===== config.mk =====
export PLATFORM = sky130hd
export DESIGN_NAME = fp_add_requester
export DESIGN_NICKNAME = d
export VERILOG_FILES = /design/src/rtl/fp_add_pkg.sv /design/src/rtl/fp_rsp_fifo.sv /design/src/rtl/fp_add_requester.sv
export SDC_FILE = /design/constraint.sdc
export NUM_CORES = 1
export LEC_CHECK = 0
export ABC_AREA = 1
export CORE_ASPECT_RATIO = 0.8
export CORE_UTILIZATION = 35
export DETAILED_ROUTE_END_ITERATION = 8
export DONT_BUFFER_PORTS = 1
export GPL_TIMING_DRIVEN = 0
export HOLD_SLACK_MARGIN = 0.1
export PLACE_DENSITY_LB_ADDON = 0.08
export SYNTH_ARGS = -nofsm -noshare
export SYNTH_HDL_FRONTEND = slang
export SYNTH_SLANG_ARGS = --single-unit

===== constraint.sdc =====
create_clock -name clk -period 4.2 [get_ports clk]
set_clock_uncertainty 0.2 [all_clocks]
set_input_delay 1.05 -clock clk [delete_from_list [all_inputs] [get_ports clk]]
set_output_delay 1.05 -clock clk [all_outputs]
set_load 0.005 [all_outputs]

===== src/rtl/fp_add_pkg.sv =====
// fp_add_pkg
//   Shared definitions for the fp_add_requester slice: IEEE-754 single
//   field widths, the response class encodings and a classifier helper.
package fp_add_pkg;

   localparam int FP_SIGN_W = 1;
   localparam int FP_EXP_W  = 8;
   localparam int FP_MANT_W = 23;
   localparam int FP_W      = FP_SIGN_W + FP_EXP_W + FP_MANT_W;

   localparam logic [FP_EXP_W-1:0] FP_EXP_MAX = 8'hFF;

   localparam logic [1:0] CLS_NORM = 2'b00;   // normal or denormal
   localparam logic [1:0] CLS_ZERO = 2'b01;   // +0 or -0
   localparam logic [1:0] CLS_INF  = 2'b10;
   localparam logic [1:0] CLS_NAN  = 2'b11;

   // Sign does not affect the class, so only exponent and mantissa are used.
   function automatic logic [1:0] fp_class(input logic [FP_W-1:0] x);
      logic [FP_EXP_W-1:0]  e;
      logic [FP_MANT_W-1:0] m;
      logic [1:0]           cls;
      e   = x[FP_MANT_W +: FP_EXP_W];
      m   = x[FP_MANT_W-1:0];
      cls = CLS_NORM;
      if (e == FP_EXP_MAX) begin
         cls = (m != '0) ? CLS_NAN : CLS_INF;
      end else if (e == '0 && m == '0) begin
         cls = CLS_ZERO;
      end
      return cls;
   endfunction

endpackage


===== src/rtl/fp_rsp_fifo.sv =====
// fp_rsp_fifo
//   First-word-fall-through FIFO. data_o/vld_o present the head entry while
//   the FIFO is non-empty; data_o reads as zero when empty.
// Ports:
//   clk, rst      clock, asynchronous active-high reset
//   push_i/data_i write one entry (ignored when full without a pop)
//   pop_i         drop the head entry (ignored when empty)
//   data_o/vld_o  head entry and non-empty flag
//   count_o       number of stored entries (0..DEPTH)
module fp_rsp_fifo #(
   parameter int W     = 8,
   parameter int DEPTH = 4
) (
   input  logic                     clk,
   input  logic                     rst,
   input  logic                     push_i,
   input  logic [W-1:0]             data_i,
   input  logic                     pop_i,
   output logic [W-1:0]             data_o,
   output logic                     vld_o,
   output logic [$clog2(DEPTH):0]   count_o
);

   localparam int AW = $clog2(DEPTH);
   localparam int CW = AW + 1;

   logic [W-1:0]  mem_q [DEPTH];
   logic [AW-1:0] wr_ptr_q, wr_ptr_d;
   logic [AW-1:0] rd_ptr_q, rd_ptr_d;
   logic [CW-1:0] count_q, count_d;
   logic          do_push, do_pop;

   assign do_pop  = pop_i && (count_q != '0);
   assign do_push = push_i && ((count_q != CW'(DEPTH)) || do_pop);

   always_comb begin
      wr_ptr_d = wr_ptr_q;
      rd_ptr_d = rd_ptr_q;
      count_d  = count_q;
      // Pointers are AW bits wide, so DEPTH being a power of two gives the wrap.
      if (do_push) wr_ptr_d = wr_ptr_q + AW'(1);
      if (do_pop)  rd_ptr_d = rd_ptr_q + AW'(1);
      case ({do_push, do_pop})
         2'b10:   count_d = count_q + CW'(1);
         2'b01:   count_d = count_q - CW'(1);
         default: count_d = count_q;
      endcase
   end

   always_ff @(posedge clk or posedge rst) begin
      if (rst) begin
         wr_ptr_q <= '0;
         rd_ptr_q <= '0;
         count_q  <= '0;
      end else begin
         wr_ptr_q <= wr_ptr_d;
         rd_ptr_q <= rd_ptr_d;
         count_q  <= count_d;
      end
   end

   always_ff @(posedge clk) begin
      if (do_push) mem_q[wr_ptr_q] <= data_i;
   end

   assign vld_o   = (count_q != '0);
   assign data_o  = vld_o ? mem_q[rd_ptr_q] : '0;
   assign count_o = count_q;

endmodule


===== src/rtl/fp_add_requester.sv =====
// fp_add_requester
//   Issues tagged add commands to a fixed-latency fp32 adder and collects the
//   results, in command order, into a FWFT response FIFO together with the
//   tag, the adder overflow flag and an IEEE-754 class.
// Ports:
//   clk, rst                    clock, asynchronous active-high reset
//   i_cmd_* / o_cmd_rdy         command ready/valid port (a, b, tag)
//   o_add_a/b, o_add_vld        operands and one-cycle valid to the adder
//   i_add_res/_vld, i_add_ovf   result returning from the adder
//   o_rsp_* / i_rsp_rdy         response ready/valid port (res, tag, ovf, class)
//   o_err_miss                  sticky: a due result did not arrive
//   o_err_unexp                 sticky: a result arrived with nothing due
module fp_add_requester
   import fp_add_pkg::*;
#(
   parameter int LAT   = 2,
   parameter int DEPTH = 4,
   parameter int TAG_W = 4
) (
   input  logic             clk,
   input  logic             rst,
   input  logic             i_cmd_vld,
   output logic             o_cmd_rdy,
   input  logic [31:0]      i_cmd_a,
   input  logic [31:0]      i_cmd_b,
   input  logic [TAG_W-1:0] i_cmd_tag,
   output logic [31:0]      o_add_a,
   output logic [31:0]      o_add_b,
   output logic             o_add_vld,
   input  logic [31:0]      i_add_res,
   input  logic             i_add_res_vld,
   input  logic             i_add_ovf,
   output logic             o_rsp_vld,
   input  logic             i_rsp_rdy,
   output logic [31:0]      o_rsp_res,
   output logic [TAG_W-1:0] o_rsp_tag,
   output logic             o_rsp_ovf,
   output logic [1:0]       o_rsp_class,
   output logic             o_err_miss,
   output logic             o_err_unexp
);

   localparam int FW  = 32 + TAG_W + 1 + 2;
   localparam int FCW = $clog2(DEPTH) + 1;
   localparam int CW  = $clog2(DEPTH + LAT + 2) + 1;

   logic             add_vld_q, add_vld_d;
   logic [31:0]      add_a_q, add_a_d;
   logic [31:0]      add_b_q, add_b_d;
   logic [TAG_W-1:0] add_tag_q, add_tag_d;
   logic [LAT-1:0]   exp_vld_q, exp_vld_d;
   logic [TAG_W-1:0] exp_tag_q [LAT];
   logic [TAG_W-1:0] exp_tag_d [LAT];
   logic             err_miss_q, err_miss_d;
   logic             err_unexp_q, err_unexp_d;

   logic             cmd_hs;
   logic             due;
   logic             rsp_push, rsp_pop;
   logic [FW-1:0]    rsp_wdata, rsp_rdata;
   logic [FCW-1:0]   rsp_count;
   logic [CW-1:0]    inflight;

   // Credit covers the issue register plus every expectation stage, so a
   // slot is held from accept until its result is in the FIFO (or missed).
   always_comb begin
      inflight = CW'(add_vld_q);
      for (int i = 0; i < LAT; i++) begin
         inflight = inflight + CW'(exp_vld_q[i]);
      end
   end

   assign o_cmd_rdy = !rst && ((CW'(rsp_count) + inflight) < CW'(DEPTH));
   assign cmd_hs    = i_cmd_vld && o_cmd_rdy;
   assign due       = exp_vld_q[LAT-1];
   assign rsp_push  = due && i_add_res_vld;
   assign rsp_pop   = o_rsp_vld && i_rsp_rdy;
   assign rsp_wdata = {i_add_res, exp_tag_q[LAT-1], i_add_ovf, fp_class(i_add_res)};

   always_comb begin
      add_vld_d   = cmd_hs;
      add_a_d     = cmd_hs ? i_cmd_a   : add_a_q;
      add_b_d     = cmd_hs ? i_cmd_b   : add_b_q;
      add_tag_d   = cmd_hs ? i_cmd_tag : add_tag_q;
      exp_vld_d   = exp_vld_q;
      exp_tag_d   = exp_tag_q;
      exp_vld_d[0] = add_vld_q;
      exp_tag_d[0] = add_tag_q;
      for (int i = 1; i < LAT; i++) begin
         exp_vld_d[i] = exp_vld_q[i-1];
         exp_tag_d[i] = exp_tag_q[i-1];
      end
      err_miss_d  = err_miss_q  || (due && !i_add_res_vld);
      err_unexp_d = err_unexp_q || (!due && i_add_res_vld);
   end

   always_ff @(posedge clk or posedge rst) begin
      if (rst) begin
         add_vld_q   <= 1'b0;
         add_a_q     <= '0;
         add_b_q     <= '0;
         add_tag_q   <= '0;
         exp_vld_q   <= '0;
         for (int i = 0; i < LAT; i++) exp_tag_q[i] <= '0;
         err_miss_q  <= 1'b0;
         err_unexp_q <= 1'b0;
      end else begin
         add_vld_q   <= add_vld_d;
         add_a_q     <= add_a_d;
         add_b_q     <= add_b_d;
         add_tag_q   <= add_tag_d;
         exp_vld_q   <= exp_vld_d;
         exp_tag_q   <= exp_tag_d;
         err_miss_q  <= err_miss_d;
         err_unexp_q <= err_unexp_d;
      end
   end

   fp_rsp_fifo #(
      .W     (FW),
      .DEPTH (DEPTH)
   ) u_fifo (
      .clk     (clk),
      .rst     (rst),
      .push_i  (rsp_push),
      .data_i  (rsp_wdata),
      .pop_i   (rsp_pop),
      .data_o  (rsp_rdata),
      .vld_o   (o_rsp_vld),
      .count_o (rsp_count)
   );

   assign {o_rsp_res, o_rsp_tag, o_rsp_ovf, o_rsp_class} = rsp_rdata;

   assign o_add_vld   = add_vld_q;
   assign o_add_a     = add_a_q;
   assign o_add_b     = add_b_q;
   assign o_err_miss  = err_miss_q;
   assign o_err_unexp = err_unexp_q;

endmodule


==> results.toml <==
[synthesis]
synth_top_cells_by_area = "edfxtp_1 49%, dfrtp_1 23%, nand2_1 8.7%"
syn_nets = 973
synth-compound-area-share_pct = 6.51
avgSynthCellArea_um2 = 11.1
yosysUniqueCellTypes = 24
synth_top_family_by_area = "simple AND/OR/NAND/NOR gates"
yosys.area_share.simple_pct = 16.5
synth.area.mux_share_pct = 0
synthXorXnorAreaFrac_pct = 0.367
netlist.area_leader.share_pct = 49.1
synth_warnings = 0
synthCells = 859
ys_seq_elements = 244
ys_seq_area_share_pct = 72.2
synthAdderAreaFrac_pct = 1.21
netlist_area_um2 = 9540
yosysTopAreaCell = "edfxtp_1"

[worst_setup_path]
reg2reg_depth = 6
cp-end-kind = "primary output"
start_kind = "flip-flop"
cp.required_ns = 2.95
cp.arrival_ns = 2.16
critPathKind = "reg2out"
critPathMaxFanout = 10

[drt]
ant_nets = 0
drt-total-wl_mm = 23.8
first_pass_iters = 4
drc = 0
wire_per_inst_um = 18.8
vias = 6043
routed_via_density = 4.76
drt_iter0_drc = 329

[cells_and_area]
synthToLayoutAreaGrowth_pct = 15.8
nNetsFinal = 1007
antenna_cells = 0
design_area_um2 = 11000
fillers = 2548
drive_gt1_share_pct = 8.87
fin_util_pct = 41.6

[floorplan]
die_h_um = 150
rows = 53
fp.coreArea_um2 = 26500
die_w_um = 187
io_pins = 214
die_area_um2 = 27900
start_util_pct = 35.9

[clock_network]
numClockSinks = 244
cts.path.max_buffers = 3
clkSlewWorstSetupHoldPaths_ns = 0.06
cts_tree = "done"
cts-resized-gates = 0
htree_levels = 1
cts-root-buf = "clkbuf_16"
clk_latency_ns = 0.52
cts_buffers = 26

[flow_run]
maxCapViolCount = 0

[place]
dpl_cell_area_um2 = 10100
place.gp.congestion = 0.791
port_buffers = 0
place_hpwl_mm = 15.8

[hold_path]
hold_path_class = "reg2reg"
hold_depth = 0

[sta]
hold_viol_final = 0
rsz0062_at_grt = "false"
setup_viol = 0
slew_violations = 0
tns_ns = 0
tightest_slew_ns = 0.754
fin_crit_ns = 3.41
relSlewSlack_pct = 49.6
finalCritPeriodShare_pct = 81.3
fmax_ghz = 0.293

[global_route]
antenna_found_initial = 0
grt_use_total_pct = 17.0
grt_first_pass_wirelength_mm = 36.1
grt_max_degree = 77
overflow = 0
grt_pass1_vias = 6222

[power_and_ir_drop]
leakage_nw = 4.38
powerDensity_nw_per_um2 = 704
peakVddDrop_mv = 0.312

[outcome]
status = "complete, no violations"
==> sequential cells by signal (all words and copies together) (netlist names) <==
| register | count |
|---|---|
| u_fifo.mem_q | 156 |
| o_add_a | 32 |
| o_add_b | 32 |
| add_tag_q | 4 |
| exp_tag_d | 4 |
| exp_tag_q | 4 |
| u_fifo.count_o | 3 |
| exp_vld_q | 2 |
| u_fifo.rd_ptr_q | 2 |
| u_fifo.wr_ptr_q | 2 |
| o_add_vld | 1 |
| o_err_miss | 1 |
| o_err_unexp | 1 |
==> layout by cell type (no fill, tap or decap), types with 2 or more instances in the layout <==
cell type  synthesis  layout
a21oi_1           41      41
buf_1              2       2
buf_12             0       4
buf_2             19      19
buf_4              4       4
buf_6              2       2
bufinv_16          0       4
clkbuf_1          17      21
clkbuf_16          0      27
clkbuf_8           0       4
clkinv_1           0       2
clkinv_2           0       6
dfrtp_1           88      88
edfxtp_1         156     156
fa_1               2       2
ha_1               6       6
inv_1             20      19
inv_2              2       2
nand2_1          220     220
nand3_1            2       2
nand4_1            3       3
nor2_1           187     183
nor2_4             0       4
o21ai_0           79      79
xor2_1             3       3
==> power breakdown <==
| part | internal, mW | switching, mW | leakage, nW |
|---|---|---|---|
| logic | 0.635 | 1.38 | 1.45 |
| registers | 3.03 | 0.332 | 2.48 |
| clock network | 1.49 | 0.917 | 0.449 |
| total | 5.15 | 2.63 | 4.38 |
==> cells by family (layout without fill, tap and decap cells) <==
family	Yosys count	count (layout)
AOI/OAI and AO/OA	123	123
DFF	244	244
adders and majority gates	8	8
xor gates and xnor gates	4	4
buffers and inverters	66	120
and+or+nand+nor	414	414
==> layout make-up <==
cell class	count	area, um2	share of cell area [%]
Inverter	22	85.1	0.770
Tap cell	357	447	4.04
Timing Repair Buffer	6	118	1.07
Buffer	44	219	1.98
Multi-Input combinational cell	549	2380	21.5
Clock buffer	35	746	6.75
Clock inverter	13	165	1.50
Sequential cell	244	6890	62.4
==> repair_timing <==
item                                   4_1_cts  5_1_grt
endpoints found under the hold margin       12        0
buffers inserted                             0        0
setup endpoints to repair                    0        0
hold buffers                                 1        0
==> synth_stat cells <==
| cell | number |
|---|---|
| nand2_1 | 220 |
| nor2_1 | 187 |
| edfxtp_1 | 156 |
| dfrtp_1 | 88 |
| o21ai_0 | 79 |
| a21oi_1 | 41 |
| inv_1 | 20 |
| buf_2 | 19 |
| clkbuf_1 | 17 |
| ha_1 | 6 |
| buf_4 | 4 |
| nand4_1 | 3 |
| xor2_1 | 3 |
| buf_1 | 2 |
| buf_6 | 2 |
| fa_1 | 2 |
| inv_2 | 2 |
| nand3_1 | 2 |
| a21o_1 | 1 |
| nand3_2 | 1 |
| nor3_2 | 1 |
| o21ai_1 | 1 |
| o21bai_1 | 1 |
| xnor2_1 | 1 |
==> final timing paths <==
| check | start | slack (ns) | endpoint |
|---|---|---|---|
| worst min-delay path | exp_tag_d[0] | 0.14 | exp_tag_q[0] |
| worst max register to register | u_fifo.count_o[2] | 1.62 | u_fifo.mem_q[0][27] |
| min in group asynchronous | rst | 0.74 | u_fifo.wr_ptr_q[1] |
| worst max-delay path | u_fifo.count_o[1] | 0.79 | o_rsp_res[27] |
| worst min register to register | exp_tag_d[0] | 0.14 | exp_tag_q[0] |
| max in group asynchronous | rst | 2.44 | exp_tag_d[2] |
==> critical path: stages (launching register included) <==
cell and delay [ns]:
dfrtp_1 0.41, nor2_1 0.13, nand2_1 0.19, inv_1 0.18, buf_2 0.29, buf_2 0.31, a21oi_1 0.12
==> through the flow <==
step / std cells / power [mW] / hold slack, ns / worst slack [ns]
after global routing: 1270 / 8.27 / 0.150 / 0.568
after detailed placement: 1221 / 5.47 / 0.135 / 1.03
after CTS: 1270 / 7.90 / 0.144 / 0.721
after floorplan: 859 / 4.72 / 0.131 / 0.540
final: 1270 / 7.78 / 0.144 / 0.787
after global placement: 1216 / 5.40 / 0.133 / -1.21
==> metal layers <==
layer  up-vias  track usage (%)  wire, um
li1       2902                -         -
met1      2905             21.3     10100
met2       204             28.4     11200
met3        32             5.82      2140
met4         0             3.73       387
met5         -                0         0
Note: power is estimated with default switching activity, not from simulation.
